==> config.mk <==
export PLATFORM = sky130hd
export DESIGN_NAME = pzcorebus_request_arbiter
export DESIGN_NICKNAME = d
export VERILOG_FILES = /design/src/rtl/pzcorebus_request_arbiter.sv
export SDC_FILE = /design/constraint.sdc
export NUM_CORES = 1
export LEC_CHECK = 0
export BUFFER_PORTS_ARGS = -buffer_cell sky130_fd_sc_hd__buf_2
export CORE_AREA = 5 5 399 401
export DETAILED_ROUTE_END_ITERATION = 12
export DIE_AREA = 0 0 404 406
export MAX_ROUTING_LAYER = met4
export SLEW_MARGIN = 15
export SYNTH_ARGS = -nofsm -noshare
export SYNTH_HDL_FRONTEND = slang
export SYNTH_SLANG_ARGS = --single-unit
==> constraint.sdc <==
create_clock -name i_clk -period 4.8 [get_ports i_clk]
set_clock_uncertainty 0.1 [all_clocks]
set_input_delay 0.48 -clock i_clk [delete_from_list [all_inputs] [get_ports i_clk]]
set_output_delay 0.48 -clock i_clk [all_outputs]
set_load 0.005 [all_outputs]
==> src/rtl/pzcorebus_request_arbiter.sv <==
// Round-robin merge of N pzcorebus request ports onto one downstream port.
// Write data follows its command in grant order through a small index FIFO.
module pzcorebus_request_arbiter #(
  parameter int REQUESTS         = 4,
  parameter int COMMAND_WIDTH    = 128,
  parameter int WRITE_DATA_WIDTH = 73,
  parameter int WRITE_DATA       = 1,
  parameter int INDEX_FIFO_DEPTH = 4
)(
  input  logic                                 i_clk,
  input  logic                                 i_rst_n,
  input  logic [REQUESTS-1:0]                  i_mcmd_valid,
  output logic [REQUESTS-1:0]                  o_scmd_accept,
  input  logic [REQUESTS*COMMAND_WIDTH-1:0]    i_mcmd,
  input  logic [REQUESTS-1:0]                  i_mdata_valid,
  output logic [REQUESTS-1:0]                  o_sdata_accept,
  input  logic [REQUESTS*WRITE_DATA_WIDTH-1:0] i_mdata,
  output logic                                 o_mcmd_valid,
  input  logic                                 i_scmd_accept,
  output logic [COMMAND_WIDTH-1:0]             o_mcmd,
  output logic                                 o_mdata_valid,
  input  logic                                 i_sdata_accept,
  output logic [WRITE_DATA_WIDTH-1:0]          o_mdata,
  output logic [$clog2(REQUESTS)-1:0]          o_grant
);

  localparam int CW    = COMMAND_WIDTH;
  localparam int WDW   = WRITE_DATA_WIDTH;
  localparam int IW    = $clog2(REQUESTS);
  localparam int DEPTH = INDEX_FIFO_DEPTH;
  localparam int PW    = (DEPTH > 1) ? $clog2(DEPTH) : 1;
  localparam int CNTW  = $clog2(DEPTH + 1);

  logic [CW-1:0]       cmd_arr  [REQUESTS];
  logic [WDW-1:0]      data_arr [REQUESTS];
  logic [REQUESTS-1:0] with_data;

  for (genvar k = 0; k < REQUESTS; k++) begin : g_unpack
    assign cmd_arr[k]   = i_mcmd[k*CW +: CW];
    assign data_arr[k]  = i_mdata[k*WDW +: WDW];
    assign with_data[k] = i_mcmd[k*CW + CW - 2];
  end

  logic [IW-1:0]       ptr_q, ptr_d;
  logic                lock_q, lock_d;
  logic [IW-1:0]       lock_idx_q, lock_idx_d;
  logic [REQUESTS-1:0] eligible;
  logic [IW:0]         sum;
  logic [IW-1:0]       idx, sel, grant;
  logic                found, cmd_valid, cmd_hs;
  logic                fifo_full, push;

  // Rotating priority search; a stalled command is held by the lock.
  always_comb begin
    eligible = '0;
    found    = 1'b0;
    sel      = '0;
    sum      = '0;
    idx      = '0;
    for (int k = 0; k < REQUESTS; k++)
      eligible[k] = i_mcmd_valid[k] && !(with_data[k] && fifo_full);
    for (int i = 0; i < REQUESTS; i++) begin
      sum = {1'b0, ptr_q} + (IW+1)'(i);
      if (sum >= (IW+1)'(REQUESTS)) sum = sum - (IW+1)'(REQUESTS);
      idx = sum[IW-1:0];
      if (!found && eligible[idx]) begin
        found = 1'b1;
        sel   = idx;
      end
    end
    if (lock_q) begin
      grant     = lock_idx_q;
      cmd_valid = i_rst_n && i_mcmd_valid[lock_idx_q];
    end else begin
      grant     = sel;
      cmd_valid = i_rst_n && found;
    end
  end

  assign cmd_hs = cmd_valid && i_scmd_accept;

  always_comb begin
    ptr_d      = ptr_q;
    lock_d     = cmd_valid && !i_scmd_accept;
    lock_idx_d = lock_d ? grant : lock_idx_q;
    if (cmd_hs) ptr_d = (grant == IW'(REQUESTS - 1)) ? '0 : grant + IW'(1);
  end

  always_ff @(posedge i_clk or negedge i_rst_n) begin
    if (!i_rst_n) begin
      ptr_q      <= '0;
      lock_q     <= 1'b0;
      lock_idx_q <= '0;
    end else begin
      ptr_q      <= ptr_d;
      lock_q     <= lock_d;
      lock_idx_q <= lock_idx_d;
    end
  end

  assign o_mcmd_valid = cmd_valid;
  assign o_mcmd       = cmd_valid ? cmd_arr[grant] : '0;
  assign o_grant      = cmd_valid ? grant : '0;

  always_comb begin
    o_scmd_accept = '0;
    if (cmd_hs) o_scmd_accept[grant] = 1'b1;
  end

  if (WRITE_DATA != 0) begin : g_data
    logic [IW-1:0]   fifo_mem [DEPTH];
    logic [PW-1:0]   rd_q, rd_d, wr_q, wr_d;
    logic [CNTW-1:0] cnt_q, cnt_d;
    logic            empty, active, pop;
    logic [IW-1:0]   head;

    function automatic logic [PW-1:0] ptr_inc(input logic [PW-1:0] p);
      return (p == PW'(DEPTH - 1)) ? '0 : p + PW'(1);
    endfunction

    assign fifo_full = (cnt_q == CNTW'(DEPTH));
    assign empty     = (cnt_q == '0);
    assign push      = cmd_hs && with_data[grant];
    // On an empty FIFO the command being pushed this cycle steers data directly.
    assign head      = empty ? grant : fifo_mem[rd_q];
    assign active    = i_rst_n && (!empty || push);
    assign pop       = active && i_mdata_valid[head] && i_sdata_accept && data_arr[head][0];

    always_comb begin
      rd_d  = pop  ? ptr_inc(rd_q) : rd_q;
      wr_d  = push ? ptr_inc(wr_q) : wr_q;
      cnt_d = cnt_q;
      if (push && !pop)      cnt_d = cnt_q + CNTW'(1);
      else if (!push && pop) cnt_d = cnt_q - CNTW'(1);
    end

    always_ff @(posedge i_clk or negedge i_rst_n) begin
      if (!i_rst_n) begin
        rd_q  <= '0;
        wr_q  <= '0;
        cnt_q <= '0;
      end else begin
        rd_q  <= rd_d;
        wr_q  <= wr_d;
        cnt_q <= cnt_d;
      end
    end

    always_ff @(posedge i_clk) begin
      if (push) fifo_mem[wr_q] <= grant;
    end

    assign o_mdata_valid = active && i_mdata_valid[head];
    assign o_mdata       = o_mdata_valid ? data_arr[head] : '0;

    always_comb begin
      o_sdata_accept = '0;
      if (active) o_sdata_accept[head] = i_sdata_accept;
    end

    a_no_push_full: assert property (@(posedge i_clk) disable iff (!i_rst_n) push |-> !fifo_full);
    a_no_pop_empty: assert property (@(posedge i_clk) disable iff (!i_rst_n) pop |-> (!empty || push));
  end else begin : g_no_data
    assign fifo_full      = 1'b0;
    assign push           = 1'b0;
    assign o_mdata_valid  = 1'b0;
    assign o_mdata        = '0;
    assign o_sdata_accept = '0;
  end

  a_lock_stable: assert property (@(posedge i_clk) disable iff (!i_rst_n)
    lock_q |-> (o_mcmd == $past(o_mcmd)));

endmodule

==> out/qor.txt <==
Fin worst setup slack = 257.2 ps
Root buf cell = clkbuf_16
GRT overflow = 0
Kind of critical path = register to output pin
CP dominant cell by count = buf_12
Max Cap Viol = 0
Slew Viols, Final = 0
Longest Clk Path Bufs = 2
H-tree level count = 1
Final wirelength = 110100 µm
Initial Utilization = 4.943%
Initial DRC Count = 939
Largest net degree at the start of global routing = 104
Fmax = 220.1 MHz
Hold Fails Final Rpt = 0
Slew HR = 24.44%
Port Buf Inserts = 1028
Post-cts sizing count = 0
Hold Path Class = input pin to async pin
# rows = 145
Worst Path Max Fanout = 51
Seq cells post-synth = 20
HPWL Detailed = 102100 µm
Element type at the critical path end = output pin
Postcts setup bufs = 0
Status = finished clean
Die width = 404 µm
Wire length per cell = 29.66 µm
Antenna-violating nets left = 0
1st-pass router iterations = 5
CTS tree = built
CP cell instances = and4bb_4 -> nor2_2 -> a2111oi_2 -> o41a_4 -> inv_8 -> buf_12 -> buf_12 -> mux4_2 -> and2_1 -> buf_2
Top FF cell, synth = dfrtp_1
Number of synthesized flops with an enable pin = 8
WP data required = 4220 ps
Met2 wire length = 54640 µm
Area grow syn2layout = 105.8%
Layout cell share with drive strength beyond 1 = 79.58%
Unique masters post-synth = 52
CTS Buf Count = 3
Seq/Total Area, Yosys = 7.042%
Placer congestion estimate = 1.033
Routed vias/inst = 2.990
Core Area = 155300 µm²
Slowest library cell on the worst path = mux4_2
I/O pin total = 1029
Clock sinks = 20
Antenna violations before repair = 75
Met3 WL = 8593 µm
Worst-Margin Slew = 1133 ps
Worst path bufs/invs = 4
DRC Markers = 0
Nets = 2434
Final period util = 94.64%
Setup violators final = 0
Hold_buf cts = 0
Top sig layer = met4
Vias in the first global route = 11680
Max incr delay on CP = 600 ps
Asr flop ratio synth = 60.00%
Final instance area = 15800 µm²
Power density cells = 564.7 nW/µm²
Max IR drop VDD = 0.3310 mV
Clock slew at reported path FFs = 60 ps
Leakage = 6.991 nW
Vias = 11100
Die Y = 406 µm
Setup TNS = 0 ps
Area after DPL = 15570 µm²
Synthesized area = 7676 µm²
RSZ-0062 raised after global routing = false
Syn_nets = 1447
DP Worst Slack = 524.4 ps
First-pass GRT wire length = 132700 µm
Critical path startpoint category = register
Post-route minimum period = 4543 ps
Worst-skew pair later-pin latency = 250 ps
Mean Syn Cell Area = 12.38 µm²
Met1 wire length = 44470 µm
Critical Path AT = 3960 ps
Die Area = 164000 µm²
Post-Syn Instances = 620
Gr usage total = 12.86%
Kind of cell adding the most delay to the critical path = buffers and inverters
Synth Warn # = 0
cells by family (layout without fill, tap and decap cells):
kind of cell / after synthesis / after routing / synth area share (%)
and+or+nand+nor: 263 / 263 / 20.91
muxes: 213 / 213 / 60.80
buffers and inverters: 83 / 1069 / 5.314
AOI/OAI and AO/OA: 27 / 27 / 3.700
DFF: 20 / 20 / 7.042
adders and majority gates: 11 / 11 / 1.891
xor gates and xnor gates: 3 / 3 / 0.3424
other: 0 / 48 / 0
metal layers:
metal  vias to the layer above  global-route usage (%)
li1                       4542                       -
met2                       789                   22.03
met4                         0                   2.334
met1                      5681                   15.40
met3                        88                   3.323
met5                         -                       -
Yosys cell counts (2+ instances only):
library cell	number	share of area, %
a2111oi_2	2	0.39
a211oi_1	2	0.20
a21oi_1	4	0.26
and2_1	207	17
and3_1	5	0.41
buf_1	3	0.15
buf_2	22	1.4
buf_4	11	1.1
clkbuf_1	29	1.4
clkbuf_4	4	0.39
dfrtp_1	12	3.9
edfxtp_1	8	3.1
ha_1	10	1.6
inv_1	8	0.39
inv_2	3	0.15
inv_4	2	0.16
mux2_1	2	0.29
mux2_2	4	0.59
mux2i_1	5	0.65
mux4_2	202	59
nand2_1	17	0.83
nand2b_1	5	0.41
nand3_1	4	0.26
nand4bb_1	3	0.44
nor2_1	14	0.68
nor3_1	2	0.13
o211ai_4	2	0.55
o21ai_0	2	0.13
o21ai_4	2	0.42
xor2_1	2	0.23
path summary, 6_finish.rpt:
path | cells after the start | end | start | slack [ps]
max | 10 | o_mcmd[32] | g_data.cnt_q[0] | 260
min | 1 | lock_idx_q[1] | i_rst_n | 50
max reg2reg | 14 | g_data.cnt_q[1] | g_data.cnt_q[0] | 780
min reg2reg | 1 | lock_idx_q[0] | lock_idx_q[0] | 490
max in group asynchronous | 1 | g_data.cnt_q[2] | i_rst_n | 4270
min in group i_clk | 1 | lock_idx_q[0] | lock_idx_q[0] | 490
cell usage in the layout, fill, tap and decap left out, drive strengths merged, types with 6 or more instances in the layout:
| master | count |
|---|---|
| buf | 1052 |
| and2 | 207 |
| mux4 | 202 |
| diode | 48 |
| nand2 | 17 |
| nor2 | 15 |
| inv | 13 |
| dfrtp | 12 |
| ha | 10 |
| edfxtp | 8 |
| mux2 | 6 |
final cells by class:
cell class | count | area [µm²]
clock inverter | 1 | 30.03
tap | 2058 | 2575
inverter | 13 | 63.81
sequential | 20 | 540.5
clock buffer | 3 | 75.07
timing repair buffer | 1052 | 5668
fill | 18140 | 139500
multi-input combinational | 517 | 6728
antenna | 48 | 120.1
flip-flops by register name, indices dropped and copies added, names as in the netlist:
signal and cells:
g_data.rd_q 2, lock_q 1, g_data.fifo_mem 8, lock_idx_q 2
g_data.wr_q 2, ptr_q 2, g_data.cnt_q 3
per-stage QoR:
step | hold slack (ps) | total power [mW] | std cells | util [%]
2_1_floorplan | 84.41 | 4.479 | 620 | -
3_3_place_gp | 339.5 | 9.120 | 3660 | 10.03
3_5_place_dp | 330.8 | 9.092 | 3660 | 10.03
4_1_cts | 62.20 | 9.367 | 3664 | 10.10
5_1_grt | 69.98 | 9.584 | 3700 | 10.15
6_report | 45.33 | 8.922 | 3712 | 10.17
where the power goes:
part	switching, mW	internal, mW
combinational	4.58	3.78
clock	0.0667	0.166
sequential	0.0868	0.244
Power figures use the tool's default switching activity.
